<file path="src/rtl/reset_sequencer_if.sv">
// rtl/reset_sequencer_if.sv - memory/CPU reset handshake and status bundle for reset_sequencer
interface reset_sequencer_if;
    logic mem_ready;
    logic soft_rst;
    logic mem_nreset;
    logic cpu_nreset;
    logic running;
    logic mem_timeout;
    logic led;

    // The sequencer owns the reset/status outputs and samples the handshake inputs.
    modport master (
        input  mem_ready,
        input  soft_rst,
        output mem_nreset,
        output cpu_nreset,
        output running,
        output mem_timeout,
        output led
    );

    // Reset consumers: memory subsystem, CPU, soft-reset source, LED.
    modport slave (
        output mem_ready,
        output soft_rst,
        input  mem_nreset,
        input  cpu_nreset,
        input  running,
        input  mem_timeout,
        input  led
    );
endinterface

</file>
<file path="src/rtl/reset_sequencer.sv">
// rtl/reset_sequencer.sv - board reset filter and memory-then-CPU release sequencer
module reset_sequencer #(
    parameter int SYNC_STAGES     = 2,
    parameter int HOLD_CYCLES     = 16,
    parameter int MEM_TIMEOUT     = 1024,
    parameter int CPU_DELAY       = 8,
    // LED toggles every 2**LED_TOGGLE_LOG2 cycles when running after a timeout.
    parameter int LED_TOGGLE_LOG2 = 20
) (
    input  logic              clk,
    input  logic              nreset,
    reset_sequencer_if.master bus
);

    localparam int MAX_HM = (HOLD_CYCLES > MEM_TIMEOUT) ? HOLD_CYCLES : MEM_TIMEOUT;
    localparam int MAX_ALL = (MAX_HM > CPU_DELAY) ? MAX_HM : CPU_DELAY;
    localparam int CW = $clog2(MAX_ALL + 1);

    typedef enum logic [1:0] {
        ST_HOLD,
        ST_MEM_WAIT,
        ST_CPU_DLY,
        ST_RUN
    } state_t;

    logic [SYNC_STAGES-1:0]     sync_q;
    logic                       s_rst;
    state_t                     state_q, state_d;
    logic [CW-1:0]              cnt_q, cnt_d, cnt_inc;
    logic [LED_TOGGLE_LOG2-1:0] led_cnt_q, led_cnt_d;
    logic                       mem_nreset_q, mem_nreset_d;
    logic                       cpu_nreset_q, cpu_nreset_d;
    logic                       running_q, running_d;
    logic                       timeout_q, timeout_d;
    logic                       led_q, led_d;

    assign s_rst = sync_q[SYNC_STAGES-1];

    // Deassertion synchronizer: shifts in 1 once nreset is released, cleared asynchronously.
    always_ff @(posedge clk or negedge nreset) begin
        if (!nreset) begin
            sync_q <= '0;
        end else begin
            sync_q <= {sync_q[SYNC_STAGES-2:0], 1'b1};
        end
    end

    // Sequencer state, shared counter and all registered outputs.
    always_ff @(posedge clk or negedge nreset) begin
        if (!nreset) begin
            state_q      <= ST_HOLD;
            cnt_q        <= '0;
            led_cnt_q    <= '0;
            mem_nreset_q <= 1'b0;
            cpu_nreset_q <= 1'b0;
            running_q    <= 1'b0;
            timeout_q    <= 1'b0;
            led_q        <= 1'b0;
        end else begin
            state_q      <= state_d;
            cnt_q        <= cnt_d;
            led_cnt_q    <= led_cnt_d;
            mem_nreset_q <= mem_nreset_d;
            cpu_nreset_q <= cpu_nreset_d;
            running_q    <= running_d;
            timeout_q    <= timeout_d;
            led_q        <= led_d;
        end
    end

    // Next-state logic; outputs are derived from the next state so they change on the transition edge.
    always_comb begin
        state_d   = state_q;
        cnt_d     = cnt_q;
        timeout_d = timeout_q;
        cnt_inc   = cnt_q + CW'(1);

        case (state_q)
            ST_HOLD: begin
                if (s_rst) begin
                    if (cnt_inc == CW'(HOLD_CYCLES)) begin
                        state_d = ST_MEM_WAIT;
                        cnt_d   = '0;
                    end else begin
                        cnt_d = cnt_inc;
                    end
                end
            end
            ST_MEM_WAIT: begin
                // Ready wins over a timeout that would expire on the same edge.
                if (bus.mem_ready) begin
                    state_d = ST_CPU_DLY;
                    cnt_d   = '0;
                end else if (cnt_inc == CW'(MEM_TIMEOUT)) begin
                    timeout_d = 1'b1;
                    state_d   = ST_CPU_DLY;
                    cnt_d     = '0;
                end else begin
                    cnt_d = cnt_inc;
                end
            end
            ST_CPU_DLY: begin
                if (cnt_inc == CW'(CPU_DELAY)) begin
                    state_d = ST_RUN;
                    cnt_d   = '0;
                end else begin
                    cnt_d = cnt_inc;
                end
            end
            ST_RUN: begin
                if (bus.soft_rst) begin
                    state_d = ST_CPU_DLY;
                    cnt_d   = '0;
                end
            end
            default: begin
                state_d = ST_HOLD;
                cnt_d   = '0;
            end
        endcase

        // Memory stays released once out of HOLD; only nreset can take it back.
        mem_nreset_d = (state_d != ST_HOLD);
        cpu_nreset_d = (state_d == ST_RUN);
        running_d    = (state_d == ST_RUN);

        led_cnt_d = (state_q == ST_RUN) ? led_cnt_q + LED_TOGGLE_LOG2'(1) : '0;
        if (state_d != ST_RUN) begin
            led_d = 1'b0;
        end else if (!timeout_d) begin
            led_d = 1'b1;
        end else begin
            led_d = led_q ^ ((state_q == ST_RUN) && (&led_cnt_q));
        end
    end

    assign bus.mem_nreset  = mem_nreset_q;
    assign bus.cpu_nreset  = cpu_nreset_q;
    assign bus.running     = running_q;
    assign bus.mem_timeout = timeout_q;
    assign bus.led         = led_q;

endmodule

</file>
<file path="src/flat_wrapper.sv">
// flat-port wrapper written by rule: the top's interface ports become plain ports
module reset_sequencer_flat 
#(
    parameter int SYNC_STAGES     = 2,
    parameter int HOLD_CYCLES     = 16,
    parameter int MEM_TIMEOUT     = 1024,
    parameter int CPU_DELAY       = 8,
                                                                                
    parameter int LED_TOGGLE_LOG2 = 20
)
  (clk, nreset, bus_mem_ready, bus_soft_rst, bus_mem_nreset, bus_cpu_nreset, bus_running, bus_mem_timeout, bus_led);
  reset_sequencer_if bus_i ();
  input  logic clk;
  input  logic nreset;
  input wire logic [$bits(bus_i.mem_ready)-1:0] bus_mem_ready;
  input wire logic [$bits(bus_i.soft_rst)-1:0] bus_soft_rst;
  output wire logic [$bits(bus_i.mem_nreset)-1:0] bus_mem_nreset;
  output wire logic [$bits(bus_i.cpu_nreset)-1:0] bus_cpu_nreset;
  output wire logic [$bits(bus_i.running)-1:0] bus_running;
  output wire logic [$bits(bus_i.mem_timeout)-1:0] bus_mem_timeout;
  output wire logic [$bits(bus_i.led)-1:0] bus_led;
  assign bus_i.mem_ready = bus_mem_ready;
  assign bus_i.soft_rst = bus_soft_rst;
  assign bus_mem_nreset = bus_i.mem_nreset;
  assign bus_cpu_nreset = bus_i.cpu_nreset;
  assign bus_running = bus_i.running;
  assign bus_mem_timeout = bus_i.mem_timeout;
  assign bus_led = bus_i.led;
  reset_sequencer #(.SYNC_STAGES(SYNC_STAGES), .HOLD_CYCLES(HOLD_CYCLES), .MEM_TIMEOUT(MEM_TIMEOUT), .CPU_DELAY(CPU_DELAY), .LED_TOGGLE_LOG2(LED_TOGGLE_LOG2)) u_core (.clk(clk), .nreset(nreset), .bus(bus_i));
endmodule
</file>
<file path="config.mk">
export PLATFORM = sky130hd
export DESIGN_NAME = reset_sequencer_flat
export DESIGN_NICKNAME = d
export VERILOG_FILES = /design/src/rtl/reset_sequencer_if.sv /design/src/rtl/reset_sequencer.sv /design/src/flat_wrapper.sv
export SDC_FILE = /design/constraint.sdc
export NUM_CORES = 1
export LEC_CHECK = 0
export CAP_MARGIN = 20
export CORE_MARGIN = 5
export CORE_UTILIZATION = 30
export DETAILED_ROUTE_END_ITERATION = 10
export PLACE_DENSITY_LB_ADDON = 0.2
export SYNTH_ARGS = -nofsm -noshare
export SYNTH_HDL_FRONTEND = slang
export SYNTH_SLANG_ARGS = --single-unit
</file>
<file path="constraint.sdc">
create_clock -name clk -period 6.5 [get_ports clk]
set_input_delay 1.3 -clock clk [delete_from_list [all_inputs] [get_ports clk]]
set_output_delay 1.3 -clock clk [all_outputs]
set_load 0.005 [all_outputs]
</file>
==> run summary <==
For the met1 global-route usage, the log shows 0.148. 9 I/O pins were placed. Setup repair after global routing left no endpoint under its margin.

For this block, the initial DRC count from the detailed router was 59. For the part of the power in registers, the log shows 0.464. The run gives 0.301 as the clock network fraction of design power.

The tools report the launch instance of the worst register-to-register path as u_core.cnt_q[0]. The number of max-cap violations was 0; the biggest fanout along the worst timing path was 12. STA classifies the critical path startpoint as an input pin.

After detailed routing, the average wire length per cell comes to 13.2 um. For the worst IR drop on VDD, the log shows 0.140 mV. Ratio of cells with drive above 1 in the final layout: 0.0873. Initial antenna violation count: 0. The post-cts repair resize count is 0. The fraction of the yosys area taken by sequential cells came out at 0.457. Worst reg2reg path depth: 7. The via count of the first global-routing pass was 1602; the die width was 94.4 um. The most used flip-flop cell after synthesis is dfrtp_1.

The run gives 4280 um as the total detailed-routing wirelength. The count of fill cells added during filler insertion came out at 682. Routability-driven placement finished with a final weighted congestion of 0.793. The path with the worst hold slack has its endpoint at u_core.sync_q[1].

The async set-or-reset flop fraction in the synthesized netlist was 1.00; the final-report setup violation count was 0. The tightest hold margin was 358 ps. The area used by sequential logic in the layout was 976 um2; the cell area power density was 292 nW/um2. The data required time of the critical path is 6730 ps, and the switching component of the power is 0.000229 W. STA classifies the critical path endpoint as a register.

The first global-routing pass estimated 7600 um of wire. The mapped netlist covers 2140 um2. The min-delay analysis places its worst path in the category reg2reg. CTS placed an instance of clkbuf_8 at the clock tree root.

The flow ran to the end, and the final reports show no timing, DRC or antenna violations. The floorplan step defined a core boundary enclosing 6870 um2. The post-cts hold buffer count was 0; the number of buffers added for setup after CTS was 0. The share of the cycle needed by the critical path after routing came out at 0.408.

In the layout the commonest cells are dfrtp_1, nor2_1, nand2_1. The floorplan die area is 8910 um2. Counting instances, the worst hold path has a depth of 0. In this run, synthesis inferred 0 flip-flops with an integrated enable. Effective utilization at floorplan: 0.311.

The final critical-path required period is 2650 ps, and the count of antenna-violating nets left after detailed routing is 0. The number of hold violations in the final report was 0; the number of buffers on the longest clock path was 2. Compared with the post-synthesis result, the final layout area differs by 13.1%. The tools report the warning count from the yosys run as 0.

The run gives 2940 um as the detailed-placement wirelength estimate. On the final layout, the worst clock skew is 4.37 ps. For the global-route track usage on met2, the log shows 0.165. The floorplan has 30 rows. The worst hold path begins at u_core.sync_q[0]. The all-layer global routing usage is 0.107, and the via count normalized by instance count is 5.06. Most common library cell in the layout ignoring fill and taps: dfrtp_1.

The total via count in the routed design is 1646, and the CTS buffer count is 5. The internal power component was 0.000476 W; the first-pass detailed-route iteration total was 4. The overall die height works out to 94.4 um. The area used by multi-input combinational logic is 1110 um2, and the gate count of the mapped netlist is 221. The number of nets in the synthesized netlist is 227.

TritonCTS built the clock tree. Type of the worst setup path: in2reg. The headroom to the max-slew limit came out at 0.426. 0 antenna diodes ended up in the layout. The capture instance of the worst register-to-register path is u_core.cnt_q[2]. Remaining global-route overflow: 0. The clock input transition at the sequential cells of the worst setup and hold paths is 80 ps. Transition time of the tightest slew-check pin: 861 ps.

The leakage power figure came out at 0.938 nW. Final total negative setup slack: 0 ps. Static timing analysis puts the maximum clock frequency at 377 MHz. The logs give 290 ps for the clock latency of the later-clocked register in the worst-skew pair and 0 for the DRC violation count after routing. Entering global routing, the biggest net connects 40 pins.

The power share of the combinational group was 0.235. Averaged over all synthesized cells, the footprint is 9.67 um2. The number of clock sinks seen by CTS is 39, and the reg2reg setup slack is 3960 ps. Most used routing layer: met2.

The count of buffers added on input and output ports is 8. The net switching fraction of the power works out to 0.325. In this run, synthesis produced a sequential element count of 39.

STA puts the critical path data arrival time at 2880 ps. At the end of the flow, the number of nets in the layout was 234. The tools report the H-tree depth as 2. The number of distinct library cells after synthesis was 50; the met3 layer usage reported by global route was 0.0191. The run gives 0 as the number of max-slew violations in the final report.
==> cell type report <==
type,instances,area share
repair buffers,9,0.0342
clock buffers,6,0.0342
inverters,3,0.00466
flip-flops and latches,39,0.404
well taps,96,0.0497
clock inverters,2,0.0145
multi-input cells,170,0.459
==> per-stage QoR <==
stage	util	std cells	total power (W)	setup slack, ps	cell area, um2
after floorplan	-	221	0.000452	4170	2140
after global placement	0.335	317	0.000500	3600	2300
after detailed placement	0.335	317	0.000499	3520	2300
after CTS	0.352	325	0.000713	3830	2420
after global routing	0.352	325	0.000751	3700	2420
final	0.352	325	0.000706	3850	2420
==> routing by layer <==
| metal | vias up | part of all wire |
|---|---|---|
| met5 | - | 0 |
| met4 | 0 | 0.017 |
| met3 | 7 | 0.030 |
| met2 | 24 | 0.44 |
| met1 | 806 | 0.51 |
| li1 | 809 | - |
==> cells by family after synthesis <==
family                     after synthesis  share of synthesized area
and+or+nand+nor                        101                      0.254
AOI/OAI and AO/OA                       44                      0.160
DFF                                     39                      0.457
xor gates and xnor gates                21                     0.0861
buffers and inverters                   12                     0.0240
adders and majority gates                2                     0.0117
other                                    1                    0.00175
muxes                                    1                    0.00527
==> how the worst max path moves through the flow <==
stage             startpoint         endpoint  slack [ps]  depth (start not counted)
2_1_floorplan  bus_mem_ready  u_core.cnt_q[5]        4170                          6
3_3_place_gp   bus_mem_ready  u_core.cnt_q[5]        3600                          6
3_5_place_dp   bus_mem_ready  u_core.cnt_q[0]        3520                          6
4_1_cts        bus_mem_ready  u_core.cnt_q[0]        3830                          6
5_1_grt        bus_mem_ready  u_core.cnt_q[0]        3700                          6
6_report       bus_mem_ready  u_core.cnt_q[0]        3850                          6
==> flip-flops by register name (all words and copies together) (netlist names) <==
name / count
u_core.state_q: 2
u_core.cnt_q: 11
u_core.bus.mem_timeout: 1
u_core.led_cnt_q: 20
u_core.sync_q: 2
u_core.bus.cpu_nreset: 1
u_core.bus.led: 1
u_core.bus.mem_nreset: 1
==> synthesized netlist by cell type (all sizes together), types with 5 or more instances <==
library cell   n  area, um2
dfrtp         39        976
nor2          26       97.6
nand2         15       56.3
nand3         15       80.1
xnor2         11       96.3
xor2          10       87.6
and3           9       56.3
o21ai          9       45.0
nor3           8       45.0
or3            8       55.1
clkbuf         6       22.5
a21oi          5       25.0
nand4          5       31.3
==> power groups by stage <==
stage	clock (W)	sequential, W	combinational, W
final	0.000212	0.000328	0.000166
after CTS	0.000219	0.000327	0.000168
after global routing	0.000229	0.000335	0.000186
after floorplan	0	0.000298	0.000154
after detailed placement	0	0.000332	0.000167
after global placement	0	0.000332	0.000168
==> worst max-delay path, cell delays in order <==
cell and delay, ps:
clkdlybuf4s50_1 410, nor2_1 190, nand2_1 110, o21a_1 280
nor3_2 380, mux2_2 210
Power figures use the tool's default switching activity.
